[config.mk]
export PLATFORM = sky130hd
export DESIGN_NAME = sipo_dual_rail_flat
export DESIGN_NICKNAME = d
export VERILOG_FILES = /design/src/rtl/valid_ready_pkg.sv /design/src/rtl/valid_ready_std_if.sv /design/src/rtl/vr_hold_reg.sv /design/src/rtl/sipo_dual_rail.sv /design/src/flat_wrapper.sv
export SDC_FILE = /design/constraint.sdc
export NUM_CORES = 1
export LEC_CHECK = 0
export CAP_MARGIN = 10
export CORE_AREA = 2 2 73 47
export DETAILED_ROUTE_END_ITERATION = 6
export DIE_AREA = 0 0 75 49
export MAX_ROUTING_LAYER = met4
export PLACE_DENSITY = 0.7
export SYNTH_ARGS = -nofsm -noshare
export SYNTH_HDL_FRONTEND = slang
export SYNTH_SLANG_ARGS = --single-unit
[constraint.sdc]
create_clock -name clk -period 3.15 [get_ports clk]
set_input_delay 0.315 -clock clk [delete_from_list [all_inputs] [get_ports clk]]
set_output_delay 0.315 -clock clk [all_outputs]
set_load 0.01 [all_outputs]
[src/rtl/valid_ready_pkg.sv]
// valid_ready_pkg: dual-rail codes and stage state shared by serializer and deserializer
package valid_ready_pkg;
  localparam logic [1:0] DR_NULL    = 2'b00;
  localparam logic [1:0] DR_ONE     = 2'b01;
  localparam logic [1:0] DR_ZERO    = 2'b10;
  localparam logic [1:0] DR_ILLEGAL = 2'b11;
  typedef enum logic [1:0] {IDLE, SHIFT, RESYNC} sipo_state_e;
  function automatic logic dr_is_bit(input logic [1:0] code);
    return code == DR_ONE || code == DR_ZERO;
  endfunction
endpackage

[src/rtl/valid_ready_std_if.sv]
// valid_ready_std_if: valid/ready stream bundle with producer and consumer views
interface valid_ready_std_if #(parameter int WIDTH = 1);
  logic             valid;
  logic             ready;
  logic [WIDTH-1:0] data;
  modport out    (output valid, output data, input ready);
  modport in     (input valid, input data, output ready);
  modport master (output valid, output data, input ready);
  modport slave  (input valid, input data, output ready);
endinterface

[src/rtl/vr_hold_reg.sv]
// vr_hold_reg: single-entry valid/ready holding register
module vr_hold_reg #(parameter int WIDTH = 8) (
  input  logic             clk,
  input  logic             rst,
  input  logic             load,
  input  logic [WIDTH-1:0] load_data,
  output logic             valid,
  input  logic             ready,
  output logic [WIDTH-1:0] data
);
  logic             valid_q, valid_d;
  logic [WIDTH-1:0] data_q, data_d;
  assign valid = valid_q;
  assign data  = data_q;
  // a load in the handshake cycle refills the slot so words stream without a bubble
  always_comb begin
    valid_d = load || (valid_q && !ready);
    data_d  = load ? load_data : data_q;
  end
  // slot registers
  always_ff @(posedge clk) begin
    if (rst) begin
      valid_q <= 1'b0;
      data_q  <= '0;
    end else begin
      valid_q <= valid_d;
      data_q  <= data_d;
    end
  end
endmodule

[src/rtl/sipo_dual_rail.sv]
// sipo_dual_rail: reassembles LSB-first dual-rail bit frames into words
module sipo_dual_rail
  import valid_ready_pkg::*;
#(
  parameter int DATAWIDTH = 8
) (
  input  logic           clk,
  input  logic           rst,
  valid_ready_std_if.in  din,
  input  logic           last,
  valid_ready_std_if.out dout,
  output logic           code_err,
  output logic           frame_err
);
  localparam int CW = $clog2(DATAWIDTH + 1);
  localparam logic [CW-1:0] LAST_IDX = CW'(DATAWIDTH - 1);
  sipo_state_e          state_q, state_d;
  logic [CW-1:0]        count_q, count_d;
  logic [DATAWIDTH-1:0] shreg_q, shreg_d;
  logic                 code_err_q, code_err_d, frame_err_q, frame_err_d;
  logic                 load, acc, is_bit, is_ill, at_end;
  assign at_end    = state_q == SHIFT && count_q == LAST_IDX;
  assign din.ready = !(at_end && dout.valid && !dout.ready);
  assign acc       = din.valid && din.ready;
  assign is_bit    = acc && dr_is_bit(din.data);
  assign is_ill    = acc && din.data == DR_ILLEGAL;
  assign code_err  = code_err_q;
  assign frame_err = frame_err_q;
  // framing FSM: nulls are ignored everywhere, RESYNC swallows beats silently until last
  always_comb begin
    state_d     = state_q;
    count_d     = count_q;
    shreg_d     = shreg_q;
    code_err_d  = 1'b0;
    frame_err_d = 1'b0;
    load        = 1'b0;
    for (int i = 0; i < DATAWIDTH; i++)
      if (is_bit && count_q == CW'(i)) shreg_d[i] = din.data == DR_ONE;
    if (state_q == RESYNC) begin
      if ((is_bit || is_ill) && last) state_d = IDLE;
    end else if (is_ill) begin
      code_err_d = 1'b1;
      count_d    = '0;
      state_d    = last ? IDLE : RESYNC;
    end else if (is_bit) begin
      if (last) begin
        load        = at_end;
        frame_err_d = !at_end;
        count_d     = '0;
        state_d     = IDLE;
      end else if (at_end) begin
        frame_err_d = 1'b1;
        count_d     = '0;
        state_d     = RESYNC;
      end else begin
        count_d = count_q + 1'b1;
        state_d = SHIFT;
      end
    end
  end
  // state, counter, shifter and error pulse registers
  always_ff @(posedge clk) begin
    if (rst) begin
      state_q     <= IDLE;
      count_q     <= '0;
      shreg_q     <= '0;
      code_err_q  <= 1'b0;
      frame_err_q <= 1'b0;
    end else begin
      state_q     <= state_d;
      count_q     <= count_d;
      shreg_q     <= shreg_d;
      code_err_q  <= code_err_d;
      frame_err_q <= frame_err_d;
    end
  end
  vr_hold_reg #(.WIDTH(DATAWIDTH)) u_hold (
    .clk      (clk),
    .rst      (rst),
    .load     (load),
    .load_data(shreg_d),
    .valid    (dout.valid),
    .ready    (dout.ready),
    .data     (dout.data)
  );
endmodule

[src/flat_wrapper.sv]
// flat-port wrapper written by rule: the top's interface ports become plain ports
module sipo_dual_rail_flat import valid_ready_pkg::*;
#(
  parameter int DATAWIDTH = 8
)
  (clk, rst, last, code_err, frame_err, din_valid, din_data, din_ready, dout_valid, dout_data, dout_ready);
  valid_ready_std_if #(.WIDTH(2)) din_i ();
  valid_ready_std_if #(.WIDTH((8))) dout_i ();
  input  logic clk;
  input  logic rst;
  input  logic last;
  output logic code_err;
  output logic frame_err;
  input wire logic [$bits(din_i.valid)-1:0] din_valid;
  input wire logic [$bits(din_i.data)-1:0] din_data;
  output wire logic [$bits(din_i.ready)-1:0] din_ready;
  output wire logic [$bits(dout_i.valid)-1:0] dout_valid;
  output wire logic [$bits(dout_i.data)-1:0] dout_data;
  input wire logic [$bits(dout_i.ready)-1:0] dout_ready;
  assign din_i.valid = din_valid;
  assign din_i.data = din_data;
  assign din_ready = din_i.ready;
  assign dout_valid = dout_i.valid;
  assign dout_data = dout_i.data;
  assign dout_i.ready = dout_ready;
  sipo_dual_rail #(.DATAWIDTH(DATAWIDTH)) u_core (.clk(clk), .rst(rst), .din(din_i), .last(last), .dout(dout_i), .code_err(code_err), .frame_err(frame_err));
endmodule
Word level (Yosys, flattened, before mapping)
Index checks and enable logic that the tools add are counted.
Operators by class
  bitwise operators: 2
  equality and inequality tests: 13
  reductions and logical operators: 29
  muxes and demuxes: 26
  $add $sub $neg: 1
Operator list (count)
  $eq 4x3->1 const B: 4
  $logic_and 1x1->1: 16
  $mux 4: 4
  $mux 1: 15
  $mux 2: 7
  $eq 4x2->1 const B: 2
  $eq 2x2->1 const B: 3
  $add 4x1->4 const B: 1
  $eq 2x1->1 const B: 2
  $eq 4x1->1 const B: 1
  $logic_not 4->1: 1
  $reduce_and 2->1: 2
  $reduce_or 4->1: 1
  $logic_not 1->1: 3
  $logic_or 1x1->1: 3
  $reduce_bool 3->1: 1
  $ne 2x2->1 const B: 1
  $not 1->1: 2
  $reduce_bool 2->1: 1
  $reduce_or 2->1: 1
Word-level totals
  register bits after elaboration: 25
  output and inout port bits: 12
  word-level logic and storage cells: 78

Depth between registers and ports, before layout
Gate-level depths: netlist of the first run.
  depth in word-level cells: 11
  depth in mapped cells: 8
  depth with buffers taken out: 7

Modules after synthesis
A second synthesis of the first run with hierarchy kept.
Unflattened totals
  cell total of the unflattened synthesis: 138
  area total of the unflattened synthesis: 1306.3 µm²
By module, submodules not included
  sipo_dual_rail: times used 1, cells an instance 108, area an instance 984.7 µm², sequential area each 320.3 µm²
  vr_hold_reg: times used 1, cells an instance 30, area an instance 321.6 µm², sequential area each 180.2 µm²

Worst setup path before layout of the first run
No wires, ideal clock.
  kind: register to register
  start: register u_core.count_q[0]
  end: register u_core.u_hold.data_q[7] (netlist: u_core.u_hold.data[7])
  setup slack: 1.130 ns
  setup time: 0.133 ns
  data required time: 3.017 ns
  cell stages (with the launch flop): 9
  arrival: 1.887 ns
  path through: dfxtp_1 ha_1 and3b_1 and2_1 ha_1 nor3b_2 and2_1 buf_6 a311oi_1
Between the ends
  cells in the longest elaborated chain, start to end: 10
  elaborated cells between the ends (all ways): 14
  classes of those cells: eq/ne (1); mux (5); reduce/logical (8)
Ends and longest elaborated chain
  start, declared: line sipo_dual_rail.sv:18  | logic [CW-1:0] count_q, count_d;
  start signal, assigned: line sipo_dual_rail.sv:71  | count_q <= count_d;
  $eq 4x3->1 *: line sipo_dual_rail.sv:22, sipo_dual_rail.sv:38
  $logic_and 1x1->1: line sipo_dual_rail.sv:22  | assign at_end = state_q == SHIFT && count_q == LAST_IDX;
  $logic_and 1x1->1 (2 in a row): line sipo_dual_rail.sv:23  | assign din.ready = !(at_end && dout.valid && !dout.ready);
  $logic_not 1->1: line sipo_dual_rail.sv:23
  $logic_and 1x1->1: line sipo_dual_rail.sv:24  | assign acc = din.valid && din.ready;
  $logic_and 1x1->1: line sipo_dual_rail.sv:25  | assign is_bit = acc && dr_is_bit(din.data);
  $mux 1: line sipo_dual_rail.sv:45  | end else if (is_bit) begin
  $mux 1: line sipo_dual_rail.sv:41  | end else if (is_ill) begin
  $mux 1: line sipo_dual_rail.sv:39  | if (state_q == RESYNC) begin
  end signal, assigned: line vr_hold_reg.sv:27  | data_q <= data_d;
  end, declared: line vr_hold_reg.sv:12  | logic [WIDTH-1:0] data_q, data_d;
Every way passes the cells marked *; elsewhere a longest branch is shown, timed or not.
A chain may end at the register's enable or synchronous reset.

Worst setup path in the final report of the first run
  start: register u_core.count_q[0]
  end: register u_core.u_hold.data_q[3] (netlist: u_core.u_hold.data[3])
Between the ends
  cells in the longest elaborated chain, start to end: 10
  elaborated cells between the ends (all ways): 15
  classes of those cells: eq/ne (2); mux (5); reduce/logical (8)
Ends and longest elaborated chain (line)
  $eq 4x3->1: sipo_dual_rail.sv:22
  $logic_and 1x1->1: sipo_dual_rail.sv:22
  $logic_and 1x1->1 (2 in a row): sipo_dual_rail.sv:23
  $logic_not 1->1: sipo_dual_rail.sv:23
  $logic_and 1x1->1: sipo_dual_rail.sv:24
  $logic_and 1x1->1: sipo_dual_rail.sv:25
  $mux 1: sipo_dual_rail.sv:45
  $mux 1: sipo_dual_rail.sv:41
  $mux 1: sipo_dual_rail.sv:39
Several ways; a longest one is shown, not always the timed one.

==> results.toml, run 1 <==
[global_routing]
grt_overflow = 0
antenna_found_initial = 0
grt_pass1_vias = 1118
grt_pass1_wl_um = 5310
grt_max_degree = 28
grt.total_usage = 0.195

[detailed_routing]
vias_per_cell = 5.55
via_count = 1148
routedWlPerCell_um = 15.7
first_iter_violations = 82
post-route-drc-count = 0
first_pass_iters = 4
wirelength_um = 3250
drtAntennaViolNets = 0

[logic_synthesis]
ys_types = 34
syn_nets = 163
syn_area_um2 = 1290
avgSynthCellArea_um2 = 8.79
synth_seq_cells = 25
syn_inst = 147
ys_seq_area_frac = 0.387
ys_warn_count = 0

[cells_and_area]
final_cell_area_um2 = 1550
utilization = 0.505
fin_cells = 207
antenna_cells = 0
multi_input_area_um2 = 722
nFillCells = 293
drive_gt1_frac = 0.0556
register_area_um2 = 500
syn_to_final_growth_pct = 19.7
nets = 179

[cts]
path_clk_slew_ns = 0.09
hold_buffers = 0
cts_buffers = 3
clkSinkCount = 25
cts_tree = "done"
ctsResizeCount = 0
cts_root_buf = "clkbuf_8"
clkLatencyLatePin_ns = 0.28
clockBufferDepth = 2
htreeDepth = 1
cts_setup_buffers = 0

[place]
dpl.hpwl_um = 2380
place_congestion = 0.827
placed_area_um2 = 1500
portBuffers = 18
dp_worst_setup_slack_ns = 0.688
dpl.cell_count = 203

[floorplan]
die_width_um = 75
dieArea_um2 = 3680
start_util = 0.422
row_count = 16
coreArea_um2 = 3060
die_height_um = 49
ios = 19

[sta]
tns_ns = 0
layout_min_cycle_time_ns = 2.47
skew_ns = 0.00895
finalHoldViolCount = 0
max_freq_mhz = 405
fin_ws_ns = 0.683
rsz0062_at_grt = "false"
whs_ns = 0.508
worst_pin_slew_ns = 0.686
maxSlewViolCount = 0
setup_violations = 0
period_share = 0.783
max_slew_margin = 0.536

[critical_path]
worstSetupEndpointType = "flip-flop"
cp.arrival_ns = 2.61
critical_path_class = "flip-flop to flip-flop"
crit_path_start_kind = "flip-flop"
rrSetupSlack_ns = 0.68
critPathMaxFanout = 8
worstPathRequired_ns = 3.29

[pwr]
powerDensity_nw_per_um2 = 375
max-vdd-ir-drop_mv = 0.212
fin_total_pwr_mw = 0.580
leakagePower_nw = 0.544

[outcome]
status = "finished, final reports clean"

[flow_run]
drv_cap = 0

[worst_hold_path]
hold_path.class = "flip-flop to flip-flop"
[kinds of logic (layout without fill, tap and decap cells)]
family                   count (synthesis)  count (layout)  share of synthesized area
buffers and inverters                   16              31                     0.0542
flip-flops                              25              25                      0.387
AND/OR/NAND/NOR                         47              47                      0.213
AO/OA/AOI/OAI                           45              45                      0.220
multiplexers                             5               5                     0.0387
adder cells (fa/ha/maj)                  9               9                     0.0871
[path summary, 6_finish.rpt]
check / endpoint / startpoint / depth (start not counted)
min reg2reg: u_core.shreg_q[4]$_SDFF_PP0_ / u_core.shreg_q[4]$_SDFF_PP0_ / 2
max reg2reg: u_core.u_hold.data[3]$_SDFFE_PP0P_ / u_core.count_q[0]$_SDFFE_PP0P_ / 7
min: u_core.shreg_q[4]$_SDFF_PP0_ / u_core.shreg_q[4]$_SDFF_PP0_ / 2
max: u_core.u_hold.data[3]$_SDFFE_PP0P_ / u_core.count_q[0]$_SDFFE_PP0P_ / 7
[per-layer routing]
metal,track usage,share of wire,vias up
li1,-,-,571
met3,0.0620,0.066,3
met5,-,0,-
met1,0.267,0.50,525
met2,0.282,0.43,49
met4,0.0417,0.0025,0
[critical path, cell delays in order (launching register included)]
cell and delay, ns:
dfxtp_1 0.42, ha_1 0.35, and3b_1 0.28, and2_1 0.21
ha_1 0.15, nor3b_2 0.36, and2_1 0.41, a211oi_1 0.14
[layout by cell type (no fill, tap or decap), drive strengths merged, types with 2 or more instances in the layout]
| master | count |
|---|---|
| dfxtp | 25 |
| a21oi | 18 |
| clkdlybuf4s50 | 18 |
| nor2 | 9 |
| ha | 9 |
| o21ai | 8 |
| inv | 7 |
| nand3 | 7 |
| nand2 | 6 |
| a311oi | 5 |
| a211oi | 5 |
| mux2i | 5 |
| nor2b | 4 |
| nand4 | 4 |
| clkbuf | 3 |
| nor3b | 3 |
| and2 | 2 |
| nand3b | 2 |
| nand2b | 2 |
| o21bai | 2 |
| nor3 | 2 |
| o211ai | 2 |
| o41ai | 2 |
| buf | 2 |
[where the power goes]
group	internal, mW	switching, mW
Sequential	0.319	0.00330
Combinational	0.0236	0.0378
Clock	0.0887	0.107
Total	0.432	0.148
[Yosys cell counts]
library cell  count  area, um^2
nand4_1           4        25.0
nor3_1            2        10.0
a21oi_1          18        90.1
or3_1             1        6.26
inv_1             7        26.3
nor3b_2           2        25.0
nand2_1           6        22.5
nor3b_1           1        7.51
nand3b_1          2        15.0
a211oi_1          5        37.5
clkbuf_1          6        22.5
nor2_1            9        33.8
o21ai_0           8        40.0
a311oi_1          5        43.8
o41ai_1           2        17.5
ha_1              9         113
and3b_1           1        8.76
buf_6             1        11.3
o211a_1           1        10.0
nor4b_1           1        8.76
o21bai_1          2        15.0
buf_2             2        10.0
a211o_1           1        8.76
and2_1            2        12.5
mux2i_1           5        50.1
a31oi_1           1        6.26
dfxtp_1          25         500
nand2b_1          2        12.5
nor2b_1           4        25.0
o211ai_1          2        15.0
nand3_1           7        35.0
or2_2             1        6.26
nor4bb_1          1        10.0
nand4bb_1         1        11.3
[cell type report]
class | instances | share of cell area
Clock buffer | 3 | 0.0267
Clock inverter | 1 | 0.00324
Inverter | 7 | 0.0170
Multi-Input combinational cell | 106 | 0.467
Sequential cell | 25 | 0.324
Tap cell | 45 | 0.0364
Timing Repair Buffer | 20 | 0.126
[sequential cells by signal, indices dropped and copies added, names as in the netlist]
register             flops
u_core.frame_err         1
u_core.state_q           2
u_core.shreg_q           8
u_core.u_hold.valid      1
u_core.u_hold.data       8
u_core.count_q           4
u_core.code_err          1
(Power assumes the default switching activity.)
==> run 2: changes to the inputs <==
==> constraint.sdc (replaced) <==
create_clock -name clk -period 2.6 [get_ports clk]
set_input_delay 0.26 -clock clk [delete_from_list [all_inputs] [get_ports clk]]
set_output_delay 0.26 -clock clk [all_outputs]
set_load 0.01 [all_outputs]
==> results.toml, run 2 (same netlist as run 1, synthesis figures left out) <==
[critical_path]
worstPathRequired_ns = 2.34
critical_path_class = "flip-flop to output port"
crit_path_start_kind = "flip-flop"
cp.arrival_ns = 2.07
worstSetupEndpointType = "output port"
critPathMaxFanout = 6
rrSetupSlack_ns = 0.58

[sta]
worst_pin_slew_ns = 0.499
finalHoldViolCount = 0
setup_violations = 0
fin_ws_ns = 0.274
skew_ns = 0.00939
max_slew_margin = 0.666
max_freq_mhz = 430
tns_ns = 0
whs_ns = 0.509
layout_min_cycle_time_ns = 2.33
maxSlewViolCount = 0
rsz0062_at_grt = "false"
period_share = 0.895

[detailed_routing]
wirelength_um = 2840
via_count = 1139
first_iter_violations = 55
vias_per_cell = 5.45
drtAntennaViolNets = 0
first_pass_iters = 4
routedWlPerCell_um = 13.6
post-route-drc-count = 0

[global_routing]
antenna_found_initial = 0
grt_overflow = 0
grt.total_usage = 0.170
grt_max_degree = 27
grt_pass1_wl_um = 4710
grt_pass1_vias = 989

[place]
dpl.cell_count = 205
dp_worst_setup_slack_ns = 0.363
placed_area_um2 = 1520
portBuffers = 18
dpl.hpwl_um = 2170
place_congestion = 0.906

[cells_and_area]
final_common_cell = "dfxtp_1"
final_cell_mix = "25 x dfxtp_1, 18 x a21oi_1, 18 x clkdlybuf4s50_1"
nets = 181
antenna_cells = 0
final_cell_area_um2 = 1560
drive_gt1_frac = 0.0671
syn_to_final_growth_pct = 20.8
fin_cells = 209
nFillCells = 291
utilization = 0.510

[floorplan]
ios = 19
start_util = 0.422
die_height_um = 49
coreArea_um2 = 3060
row_count = 16
dieArea_um2 = 3680
die_width_um = 75

[cts]
htreeDepth = 1
cts_root_buf = "clkbuf_8"
hold_buffers = 0
clkSinkCount = 25
ctsResizeCount = 0
cts_buffers = 3
path_clk_slew_ns = 0.09
clockBufferDepth = 2
cts_tree = "done"
clkLatencyLatePin_ns = 0.27
cts_setup_buffers = 0

[pwr]
max-vdd-ir-drop_mv = 0.234
leakagePower_nw = 0.555
fin_total_pwr_mw = 0.696
powerDensity_nw_per_um2 = 446

[outcome]
status = "finished, final reports clean"

[worst_hold_path]
hold_path.class = "flip-flop to flip-flop"

[flow_run]
drv_cap = 0
## run 2: critical path, stage by stage, from the launching register on
cell             delay [ns]
dfxtp_1                0.41
ha_1                   0.21
buf_4                  0.15
nand3b_1               0.12
nor2_1                 0.33
inv_1                  0.09
clkdlybuf4s50_1        0.49
## run 2: path summary, 6_finish.rpt
path / cells past startpoint / start / endpoint
hold / removal: 2 / u_core.shreg_q[4]$_SDFF_PP0_ / u_core.shreg_q[4]$_SDFF_PP0_
hold reg to reg: 2 / u_core.shreg_q[4]$_SDFF_PP0_ / u_core.shreg_q[4]$_SDFF_PP0_
setup / recovery: 6 / u_core.count_q[0]$_SDFFE_PP0P_ / din_ready
setup reg to reg: 6 / u_core.count_q[0]$_SDFFE_PP0P_ / u_core.u_hold.data[7]$_SDFFE_PP0P_
## run 2: area by class of cell
type                       instances  area [um^2]  area share
tap                               45         56.3      0.0361
multi-input combinational        106          722       0.462
inverter                           7         26.3      0.0168
clock buffer                       3         41.3      0.0264
sequential                        25          500       0.321
timing repair buffer              22          210       0.135
clock inverter                     1         5.00     0.00321
## run 2: power by group
part           switching [mW]  total, mW  internal [mW]
combinational          0.0442     0.0739         0.0297
clock                   0.125      0.232          0.107
sequential            0.00368      0.391          0.387
total                   0.172      0.696          0.524
## run 2: metal layers
metal,GRT usage,share of wire,vias up
li1,-,-,575
met1,0.258,0.55,541
met2,0.219,0.40,21
met3,0.0372,0.044,2
met4,0.0565,0.0095,0
met5,-,0,-
==> run 3: changes to the inputs <==
--- a/config.mk
+++ b/config.mk
@@ -6,9 +6,9 @@
 export NUM_CORES = 1
 export LEC_CHECK = 0
 export CAP_MARGIN = 10
-export CORE_AREA = 2 2 73 47
+export CORE_AREA = 2 2 57 59
 export DETAILED_ROUTE_END_ITERATION = 6
-export DIE_AREA = 0 0 75 49
+export DIE_AREA = 0 0 59 61
 export MAX_ROUTING_LAYER = met4
 export PLACE_DENSITY = 0.7
 export SYNTH_ARGS = -nofsm -noshare
==> results.toml, run 3 (same netlist as run 1, synthesis figures left out) <==
[outcome]
status = "finished, final reports clean"

[global_routing]
grt.total_usage = 0.172
grt_pass1_wl_um = 4590
antenna_found_initial = 0
grt_max_degree = 27
grt_pass1_vias = 1031
grt_overflow = 0

[cells_and_area]
syn_to_final_growth_pct = 19.0
final_common_cell = "dfxtp_1"
antenna_cells = 0
nFillCells = 299
drive_gt1_frac = 0.0727
nets = 182
final_cell_mix = "25 x dfxtp_1, 18 x a21oi_1, 18 x clkdlybuf4s50_1"

[flow_run]
drv_cap = 0

[cts]
ctsResizeCount = 0
cts_root_buf = "clkbuf_4"
clockBufferDepth = 2
hold_buffers = 0
clkSinkCount = 25
cts_tree = "done"
path_clk_slew_ns = 0.15
htreeDepth = 1
cts_setup_buffers = 0
cts_buffers = 3
clkLatencyLatePin_ns = 0.33

[detailed_routing]
via_count = 1143
wirelength_um = 2770
first_pass_iters = 4
drtAntennaViolNets = 0
vias_per_cell = 5.77
routedWlPerCell_um = 14.0
first_iter_violations = 34
post-route-drc-count = 0

[sta]
max_slew_margin = 0.653
fin_ws_ns = 0.343
tns_ns = 0
max_freq_mhz = 443
worst_pin_slew_ns = 0.518
finalHoldViolCount = 0
setup_violations = 0
maxSlewViolCount = 0
period_share = 0.868
rsz0062_at_grt = "false"
skew_ns = 0.00310
layout_min_cycle_time_ns = 2.26

[worst_hold_path]
worstHoldStart = "u_core.shreg_q[0]$_SDFF_PP0_"
min_to = "u_core.shreg_q[0]$_SDFF_PP0_"
hold_path.class = "flip-flop to flip-flop"
min_path_cells = 2

[critical_path]
worstPathRequired_ns = 2.34
r2r_end = "u_core.u_hold.data[7]$_SDFFE_PP0P_"
critical_path_class = "flip-flop to output port"
cp.arrival_ns = 2.00
worstSetupEndpointType = "output port"
reg2reg_depth = 7
crit_path_start_kind = "flip-flop"
rrSetupSlack_ns = 0.45
r2r_start = "u_core.count_q[1]$_SDFFE_PP0P_"
cp_top_family = "buffers and inverters"
cpMaxStageDelayCell = "clkdlybuf4s50_1"
crit_chain = "ha_1 -> nand3b_1 -> nor2_1 -> inv_1 -> clkdlybuf4s50_1"
max_stage_delay_ns = 0.47
critPathMaxFanout = 7
critPathBufInv = 2

[pwr]
powerDensity_nw_per_um2 = 425
max-vdd-ir-drop_mv = 0.275
leakagePower_nw = 0.548

[place]
dpl.hpwl_um = 2020
place_congestion = 0.829
dp_worst_setup_slack_ns = 0.335
portBuffers = 18

[floorplan]
coreArea_um2 = 2950
die_height_um = 61
start_util = 0.438
ios = 19
row_count = 20
dieArea_um2 = 3600
die_width_um = 59
## run 3: cell types whose count changed in the layout (fill, tap and decap cells not counted)
cell,previous run,this run
clkbuf_4,0,3
clkbuf_8,3,0
buf_4,4,5
clkinv_2,1,0
clkinvlp_4,0,1
## run 3: tightest hold or removal path, cell delays in order, from the launching register on
cell     delay [ns]
dfxtp_1        0.34
mux2i_1        0.08
nor2_1         0.08
## run 3: per-layer routing
layer | track usage | wire (um) | up-vias
met1 | 0.216 | 1280 | 531
met5 | - | 0 | -
li1 | - | - | 573
met2 | 0.278 | 1320 | 35
met4 | 0.0779 | 38 | 0
met3 | 0.0192 | 137 | 4
## run 3: worst max path at each step
| stage | startpoint | endpoint | slack, ns | depth (start not counted) |
|---|---|---|---|---|
| final | u_core.count_q[1]$_SDFFE_PP0P_ | din_ready | 0.34 | 5 |
| after global routing | u_core.count_q[1]$_SDFFE_PP0P_ | din_ready | 0.21 | 5 |
| after CTS | u_core.count_q[1]$_SDFFE_PP0P_ | din_ready | 0.31 | 5 |
| after detailed placement | din_data[1] | u_core.u_hold.data[3]$_SDFFE_PP0P_ | 0.34 | 8 |
| after global placement | din_data[1] | u_core.u_hold.data[3]$_SDFFE_PP0P_ | 0.41 | 8 |
| after floorplan | u_core.count_q[0]$_SDFFE_PP0P_ | u_core.u_hold.data[7]$_SDFFE_PP0P_ | 0.58 | 8 |
## run 3: power breakdown
group | switching (mW) | internal [mW] | total (mW)
Clock | 0.128 | 0.0590 | 0.187
Sequential | 0.00355 | 0.388 | 0.391
Combinational | 0.0439 | 0.0308 | 0.0746
Total | 0.176 | 0.477 | 0.653
## run 3: layout make-up
type / count / area, um^2 / area share
multi-input cells: 106 / 722 / 0.469
well taps: 33 / 41.3 / 0.0269
inverters: 7 / 26.3 / 0.0171
clock buffers: 3 / 22.5 / 0.0146
repair buffers: 23 / 218 / 0.142
flip-flops and latches: 25 / 500 / 0.325
clock inverters: 1 / 7.51 / 0.00488
## run 3: through the flow
step / hold slack (ns) / power (mW) / std cells / util / cell area, um^2
after global routing: 0.536 / 0.673 / 198 / 0.521 / 1540
after floorplan: 0.437 / 0.446 / 147 / - / 1290
final: 0.511 / 0.653 / 198 / 0.521 / 1540
after CTS: 0.515 / 0.658 / 198 / 0.521 / 1540
after global placement: 0.476 / 0.472 / 194 / 0.511 / 1510
after detailed placement: 0.481 / 0.473 / 194 / 0.511 / 1510
